===== config.mk =====
export PLATFORM = sky130hd
export DESIGN_NAME = pipeline_controller
export DESIGN_NICKNAME = d
export VERILOG_FILES = /design/src/rtl/pipeline_controller_pkg.sv /design/src/rtl/pipeline_controller_hazard_detector.sv /design/src/rtl/pipeline_controller.sv
export SDC_FILE = /design/constraint.sdc
export NUM_CORES = 1
export LEC_CHECK = 0
export ABC_AREA = 0
export CAP_MARGIN = 5
export CORE_ASPECT_RATIO = 0.7
export CORE_MARGIN = 8
export CORE_UTILIZATION = 40
export DETAILED_ROUTE_END_ITERATION = 10
export GPL_TIMING_DRIVEN = 0
export MAX_ROUTING_LAYER = met4
export PLACE_DENSITY = 0.86
export SETUP_SLACK_MARGIN = 0.2
export SYNTH_ARGS = -nofsm -noshare
export SYNTH_HDL_FRONTEND = slang
export SYNTH_SLANG_ARGS = --single-unit

===== constraint.sdc =====
create_clock -name i_Clock -period 1.85 [get_ports i_Clock]
set_input_delay 0.2775 -clock i_Clock [delete_from_list [all_inputs] [get_ports i_Clock]]
set_output_delay 0.2775 -clock i_Clock [all_outputs]
set_load 0.03 [all_outputs]

===== src/rtl/pipeline_controller_pkg.sv =====
// pipeline_controller_pkg: shared types for the RV32I pipeline stall/flush controller.
//   PipeCtrlState - sequencer state, also exported on o_State for debug.
//   REG_ZERO      - architectural zero register (x0), never a hazard source.
package pipeline_controller_pkg;

   typedef enum logic [1:0] {
      RUN       = 2'd0,
      DMEM_WAIT = 2'd1,
      FAULT     = 2'd2
   } PipeCtrlState;

   localparam int unsigned REG_ZERO = 0;

endpackage


===== src/rtl/pipeline_controller_hazard_detector.sv =====
// hazard_detector: combinational load-use detection for the instruction in ID.
// A source register matches a pending load destination in EX or MEM; x0 never matches.
//   i_ID_RS1/i_ID_RS2, i_ID_UsesRS1/i_ID_UsesRS2 - ID source registers and their use flags
//   i_EX_IsLoad/i_EX_RegWrAddr                 - load in EX and its destination
//   i_MEM_IsLoad/i_MEM_RegWrAddr               - load in MEM and its destination
//   o_LoadUse                                   - ID must stall
module hazard_detector
   import pipeline_controller_pkg::*;
#(
   parameter int unsigned REG_WIDTH = 5
) (
   input  logic [REG_WIDTH-1:0] i_ID_RS1,
   input  logic [REG_WIDTH-1:0] i_ID_RS2,
   input  logic                 i_ID_UsesRS1,
   input  logic                 i_ID_UsesRS2,
   input  logic                 i_EX_IsLoad,
   input  logic [REG_WIDTH-1:0] i_EX_RegWrAddr,
   input  logic                 i_MEM_IsLoad,
   input  logic [REG_WIDTH-1:0] i_MEM_RegWrAddr,
   output logic                 o_LoadUse
);

   localparam logic [REG_WIDTH-1:0] ZeroAddr = REG_WIDTH'(REG_ZERO);

   logic rs1_live, rs2_live, ex_hit, mem_hit;

   // A source read of x0 can never depend on a load.
   assign rs1_live = i_ID_UsesRS1 && (i_ID_RS1 != ZeroAddr);
   assign rs2_live = i_ID_UsesRS2 && (i_ID_RS2 != ZeroAddr);

   assign ex_hit  = i_EX_IsLoad && ((rs1_live && (i_ID_RS1 == i_EX_RegWrAddr)) ||
                                    (rs2_live && (i_ID_RS2 == i_EX_RegWrAddr)));
   assign mem_hit = i_MEM_IsLoad && ((rs1_live && (i_ID_RS1 == i_MEM_RegWrAddr)) ||
                                     (rs2_live && (i_ID_RS2 == i_MEM_RegWrAddr)));

   assign o_LoadUse = ex_hit || mem_hit;

endmodule


===== src/rtl/pipeline_controller.sv =====
// pipeline_controller: stall/flush sequencer for the 5-stage RV32I pipeline.
// Freezes the pipe on data-memory wait states, stalls ID on load-use hazards, squashes
// wrong-path fetches after ID redirects and raises a sticky fault if a data access waits
// TIMEOUT_CYCLES cycles. Outputs are combinational from registered state and inputs.
//   i_Clock, i_Reset (async, active low)
//   i_ID_*, i_EX_*, i_MEM_*        - hazard sources and redirect request
//   i_DMemReady, i_IMemReady       - memory handshakes
//   o_PCEnable, o_*_Enable         - PC / pipeline register load enables
//   o_*_Flush                      - load a bubble into the register
//   o_Fault, o_State               - watchdog fault and debug state
// Optional macro PIPECTRL_PERF_EN adds o_StallCycles, o_FlushCount, o_WaitCycles.
module pipeline_controller
   import pipeline_controller_pkg::*;
#(
   parameter int unsigned REG_WIDTH      = 5,
   parameter int unsigned TIMEOUT_CYCLES = 256,
   parameter int unsigned CNT_WIDTH      = 32
) (
   input  logic                 i_Clock,
   input  logic                 i_Reset,
   input  logic [REG_WIDTH-1:0] i_ID_RS1,
   input  logic [REG_WIDTH-1:0] i_ID_RS2,
   input  logic                 i_ID_UsesRS1,
   input  logic                 i_ID_UsesRS2,
   input  logic                 i_ID_Redirect,
   input  logic                 i_EX_IsLoad,
   input  logic [REG_WIDTH-1:0] i_EX_RegWrAddr,
   input  logic                 i_MEM_IsLoad,
   input  logic [REG_WIDTH-1:0] i_MEM_RegWrAddr,
   input  logic                 i_MEM_MemAccess,
   input  logic                 i_DMemReady,
   input  logic                 i_IMemReady,
   output logic                 o_PCEnable,
   output logic                 o_IFID_Enable,
   output logic                 o_IDEX_Enable,
   output logic                 o_EXMEM_Enable,
   output logic                 o_MEMWB_Enable,
   output logic                 o_IFID_Flush,
   output logic                 o_IDEX_Flush,
   output logic                 o_MEMWB_Flush,
   output logic                 o_Fault,
   output logic [1:0]           o_State
`ifdef PIPECTRL_PERF_EN
   ,
   output logic [CNT_WIDTH-1:0] o_StallCycles,
   output logic [CNT_WIDTH-1:0] o_FlushCount,
   output logic [CNT_WIDTH-1:0] o_WaitCycles
`endif
);

   localparam int unsigned WdWidth = (TIMEOUT_CYCLES > 2) ? $clog2(TIMEOUT_CYCLES) : 1;
   localparam logic [WdWidth-1:0] WdLast = WdWidth'(TIMEOUT_CYCLES - 1);

   PipeCtrlState       state_q;
   logic [WdWidth-1:0] wd_q;
   logic               load_use;
   logic               data_wait;

   hazard_detector #(
      .REG_WIDTH (REG_WIDTH)
   ) u_hazard_detector (
      .i_ID_RS1        (i_ID_RS1),
      .i_ID_RS2        (i_ID_RS2),
      .i_ID_UsesRS1    (i_ID_UsesRS1),
      .i_ID_UsesRS2    (i_ID_UsesRS2),
      .i_EX_IsLoad     (i_EX_IsLoad),
      .i_EX_RegWrAddr  (i_EX_RegWrAddr),
      .i_MEM_IsLoad    (i_MEM_IsLoad),
      .i_MEM_RegWrAddr (i_MEM_RegWrAddr),
      .o_LoadUse       (load_use)
   );

   assign data_wait = i_MEM_MemAccess && !i_DMemReady;

   always_ff @(posedge i_Clock or negedge i_Reset) begin
      if (!i_Reset) begin
         state_q <= RUN;
         wd_q    <= '0;
      end else begin
         case (state_q)
            RUN: begin
               if (data_wait) begin
                  state_q <= DMEM_WAIT;
                  wd_q    <= WdWidth'(1);
               end
            end
            DMEM_WAIT: begin
               if (i_DMemReady) begin
                  state_q <= RUN;
                  wd_q    <= '0;
               end else if (wd_q == WdLast) begin
                  state_q <= FAULT;
               end else begin
                  wd_q <= wd_q + WdWidth'(1);
               end
            end
            FAULT: ;
            default: begin
               state_q <= RUN;
               wd_q    <= '0;
            end
         endcase
      end
   end

   always_comb begin
      o_PCEnable     = 1'b0;
      o_IFID_Enable  = 1'b0;
      o_IDEX_Enable  = 1'b0;
      o_EXMEM_Enable = 1'b0;
      o_MEMWB_Enable = 1'b0;
      o_IFID_Flush   = 1'b0;
      o_IDEX_Flush   = 1'b0;
      o_MEMWB_Flush  = 1'b0;
      if (!i_Reset) begin
         o_IFID_Flush  = 1'b1;
         o_IDEX_Flush  = 1'b1;
         o_MEMWB_Flush = 1'b1;
      end else if (state_q == FAULT) begin
         // Everything frozen, nothing flushed.
      end else if (data_wait) begin
         // Only WB advances, and it takes a bubble.
         o_MEMWB_Enable = 1'b1;
         o_MEMWB_Flush  = 1'b1;
      end else if (load_use) begin
         // Redirect is ignored here: ID operands are stale.
         o_IDEX_Enable  = 1'b1;
         o_IDEX_Flush   = 1'b1;
         o_EXMEM_Enable = 1'b1;
         o_MEMWB_Enable = 1'b1;
      end else if (i_ID_Redirect) begin
         // PC takes the target even with a fetch outstanding.
         o_PCEnable     = 1'b1;
         o_IFID_Enable  = 1'b1;
         o_IDEX_Enable  = 1'b1;
         o_EXMEM_Enable = 1'b1;
         o_MEMWB_Enable = 1'b1;
         o_IFID_Flush   = 1'b1;
      end else if (!i_IMemReady) begin
         o_IFID_Enable  = 1'b1;
         o_IFID_Flush   = 1'b1;
         o_IDEX_Enable  = 1'b1;
         o_EXMEM_Enable = 1'b1;
         o_MEMWB_Enable = 1'b1;
      end else begin
         o_PCEnable     = 1'b1;
         o_IFID_Enable  = 1'b1;
         o_IDEX_Enable  = 1'b1;
         o_EXMEM_Enable = 1'b1;
         o_MEMWB_Enable = 1'b1;
      end
   end

   assign o_Fault = (state_q == FAULT);
   assign o_State = state_q;

`ifdef PIPECTRL_PERF_EN
   always_ff @(posedge i_Clock or negedge i_Reset) begin
      if (!i_Reset) begin
         o_StallCycles <= '0;
         o_FlushCount  <= '0;
         o_WaitCycles  <= '0;
      end else if (state_q != FAULT) begin
         if (!o_PCEnable && (o_StallCycles != '1)) begin
            o_StallCycles <= o_StallCycles + CNT_WIDTH'(1);
         end
         if ((o_IFID_Flush || o_IDEX_Flush) && (o_FlushCount != '1)) begin
            o_FlushCount <= o_FlushCount + CNT_WIDTH'(1);
         end
         if ((state_q == DMEM_WAIT) && (o_WaitCycles != '1)) begin
            o_WaitCycles <= o_WaitCycles + CNT_WIDTH'(1);
         end
      end
   end
`else
   // Counter width has no effect when the counters are not built.
   if (CNT_WIDTH == 0) begin : g_no_counters
   end
`endif

endmodule

==> results.tsv <==
metric	value	unit
DRC errors left	0	
total CTS buffers	3	
CTS Hold Bufs	0	
row cnt	14	
CP startpoint	i_ID_RS2[4]	
top_reg_cell synth	dfrtp_1	
final setup fails	4	
post-route ant nets	0	
initial antenna violation count	0	
Yosys cell types	31	
mux cell area share after synthesis	0	%
RePlAce Congestion	0.983	
Gate power share	50.9	%
GRT Resource Usage Total	19.2	%
XOR/XNOR share of the synthesized area	24.0	%
unrepaired setup endpoints after global routing	true	
WP data arrival	1830	ps
cell type with the largest total area after synthesis	dfrtp_1	
initial DRC count	70	
Synth Register Bits	10	
die area	3970	um2
diode count	0	
Yosys warning count	0	
fin nets	195	
Synth top area share	28.6	%
IO Count	41	
largest net degree at the start of global routing	16	
root buf cell	clkbuf_4	
P_leak	0.665	nW
worst slew pin tran	472	ps
Mapped Nets	137	
die width	71.9	um
Avg WL per Cell	19.1	um
area of the mapped netlist	876	um2
critical register-to-register path endpoint	wd_q[4]$_DFFE_PN0P_	
DR pass1 iterations	4	
failing checks	setup timing	
largest family of logic cells by synthesized area	simple AND/OR/NAND/NOR gates	
layout cells sized above 1	39.3	%
Flop pwr share	30.4	%
clock group share of total power	18.7	%
Min Clock Period, post-route	2110	ps
clk slew on worst S/H paths	70	ps
synth top area cells	dfrtp_1, xnor2_1, xor2_1	
CTS tree	done	
async set-reset flop share out of synthesis	100	%
dpl hpwl	2.50	mm
Net Sw Power	0.341	mW
Die Y	55.2	um
Crit Path Class	in2out	
Post-synth EDFFs	0	
status	finished with violations	
Synth Instances	106	
adder-cell share of the synthesized area	1.43	%
port bufs	40	
worst setup margin	-262	ps
Synth Area in Simple Gates	26.7	%
vias per inst	5.69	
clk_lat worst skew	270	ps
top-count cell post-synth	xnor2_1	
crit start category	primary input	
drt total wl	3.58	mm
first-pass GRT wire length	5.63	mm
Peak VDD IR	296	uV
# clock sinks	10	
Non-Filler Instances	187	
R2R cell count	6	
Via Count	1064	
flop-to-flop setup slack	240	ps
worst-path fanout max	3	
area fraction in compound gates after synthesis	16.7	%
initial core utilization	41.7	%
Area Overhead vs Synth	82.4	%
total negative slack	-892	ps
Sw Ratio	39.3	%
Tcrit/Tclk final	114	%
Reg-to-Reg Start	o_State[1]$_DFFE_PN0P_	
fmax	474	MHz
Commonest cells post-synth	xnor2_1, dfrtp_1, nand3_1	
register area share after synthesis	28.6	%
CP Capture Type	primary output	
placed cell count	170	
clk buf depth	2	
Overflow after GRT	0	
core area	2100	um2
Power Density	544	nW/um2
Worst EP required	1570	ps
Hold Vio Cnt, Final	0	
worst slew margin relative to its limit	68.3	%
Hold/Removal Path Class	in2async	
Max Cap Viol	0	
vias in the first global route	1099	
Post-Route Skew	1.26	ps
Final Slew Violations	0	
mean post-synth cell area	8.26	um2
H-tree depth	1	
Cell Int Power	0.528	mW
==> power groups by stage <==
stage / clock (mW) / sequential (mW) / combinational, mW
after floorplan: 0 / 0.279 / 0.184
after global placement: 0 / 0.272 / 0.351
after detailed placement: 0 / 0.272 / 0.359
after CTS: 0.170 / 0.260 / 0.412
after global routing: 0.178 / 0.267 / 0.472
final: 0.163 / 0.264 / 0.443
==> final cells by class <==
| class | count | area (um2) |
|---|---|---|
| multi-input cells | 91 | 802 |
| fillers | 135 | 504 |
| repair buffers | 53 | 453 |
| flip-flops and latches | 10 | 253 |
| well taps | 24 | 30.0 |
| clock buffers | 4 | 26.3 |
| plain buffers | 2 | 22.5 |
| inverters | 3 | 11.3 |
==> stage by stage <==
| stage | util, % | total power [mW] | setup slack (ps) | hold WS [ps] | cell area (um2) |
|---|---|---|---|---|---|
| floorplan | - | 0.463 | -91.5 | -18.1 | 937 |
| global placement | 65.1 | 0.623 | -1160 | 494 | 1370 |
| detailed placement | 65.1 | 0.631 | -1230 | 501 | 1370 |
| CTS | 73.5 | 0.843 | -279 | 18.1 | 1540 |
| global route | 76.0 | 0.917 | -295 | 31.8 | 1600 |
| finish | 76.0 | 0.869 | -262 | 18.2 | 1600 |
==> worst max path at each step <==
stage	slack, ps	to	cells after the start
2_1_floorplan	-90	o_IFID_Flush	5
3_3_place_gp	-1160	o_IFID_Flush	7
3_5_place_dp	-1230	o_IFID_Flush	7
4_1_cts	-280	o_IFID_Flush	7
5_1_grt	-290	o_IFID_Flush	7
6_report	-260	o_IFID_Flush	7
==> kinds of logic (layout without fill, tap and decap cells) <==
kind of cell,count (synthesis),after routing
and+or+nand+nor,44,44
AOI/OAI and AO/OA,22,22
xor gates and xnor gates,24,24
adders and majority gates,1,1
DFF,10,10
buffers and inverters,5,62
==> registers in the layout, indices dropped and copies added, names as in the netlist <==
| signal | count |
|---|---|
| o_State | 2 |
| wd_q | 8 |
==> critical path, cell delays in order <==
cell	delay, ps
buf_8	100
or4_4	530
o21ai_4	220
nor4_4	90
o21a_4	240
o31ai_4	220
buf_6	160
==> layout by cell type (no fill, tap or decap), drive strengths merged <==
master         synthesis  routed
xor2                   8       8
buf                    1      29
o22ai                  2       2
o21ai                  9       9
or4                    2       2
nor4                   4       4
o31ai                  2       2
clkdlybuf4s15          0       1
inv                    3       3
o21a                   2       2
and2                   1       1
o211ai                 2       2
a32o                   1       1
nor3b                  2       2
clkbuf                 1       8
or2                    1       1
or3                    2       2
nand4                  2       2
nand3                  9       9
nand2                  6       6
nand2b                 2       2
dfrtp                 10      10
clkdlybuf4s50          0       7
nor3                   4       4
nor2                   6       6
nor2b                  3       3
ha                     1       1
a21oi                  2       2
xnor2                 16      16
a21boi                 2       2
dlygate4sd2            0      14
==> per-layer routing <==
metal / up-vias / GRT usage (%) / part of all wire (%)
li1: 497 / - / -
met1: 524 / 20.5 / 42
met2: 41 / 36.3 / 52
met3: 2 / 5.22 / 5.4
met4: 0 / 3.03 / 0.53
met5: - / - / 0
==> repair_timing <==
item                       in CTS  in global routing
setup endpoints to repair      17                 12
resized for setup             125                 17
pin swaps                      18                  7
buffers inserted                8                  4
gates cloned                    1                  0
hold endpoints to repair        0                  0
(Power assumes the default switching activity.)
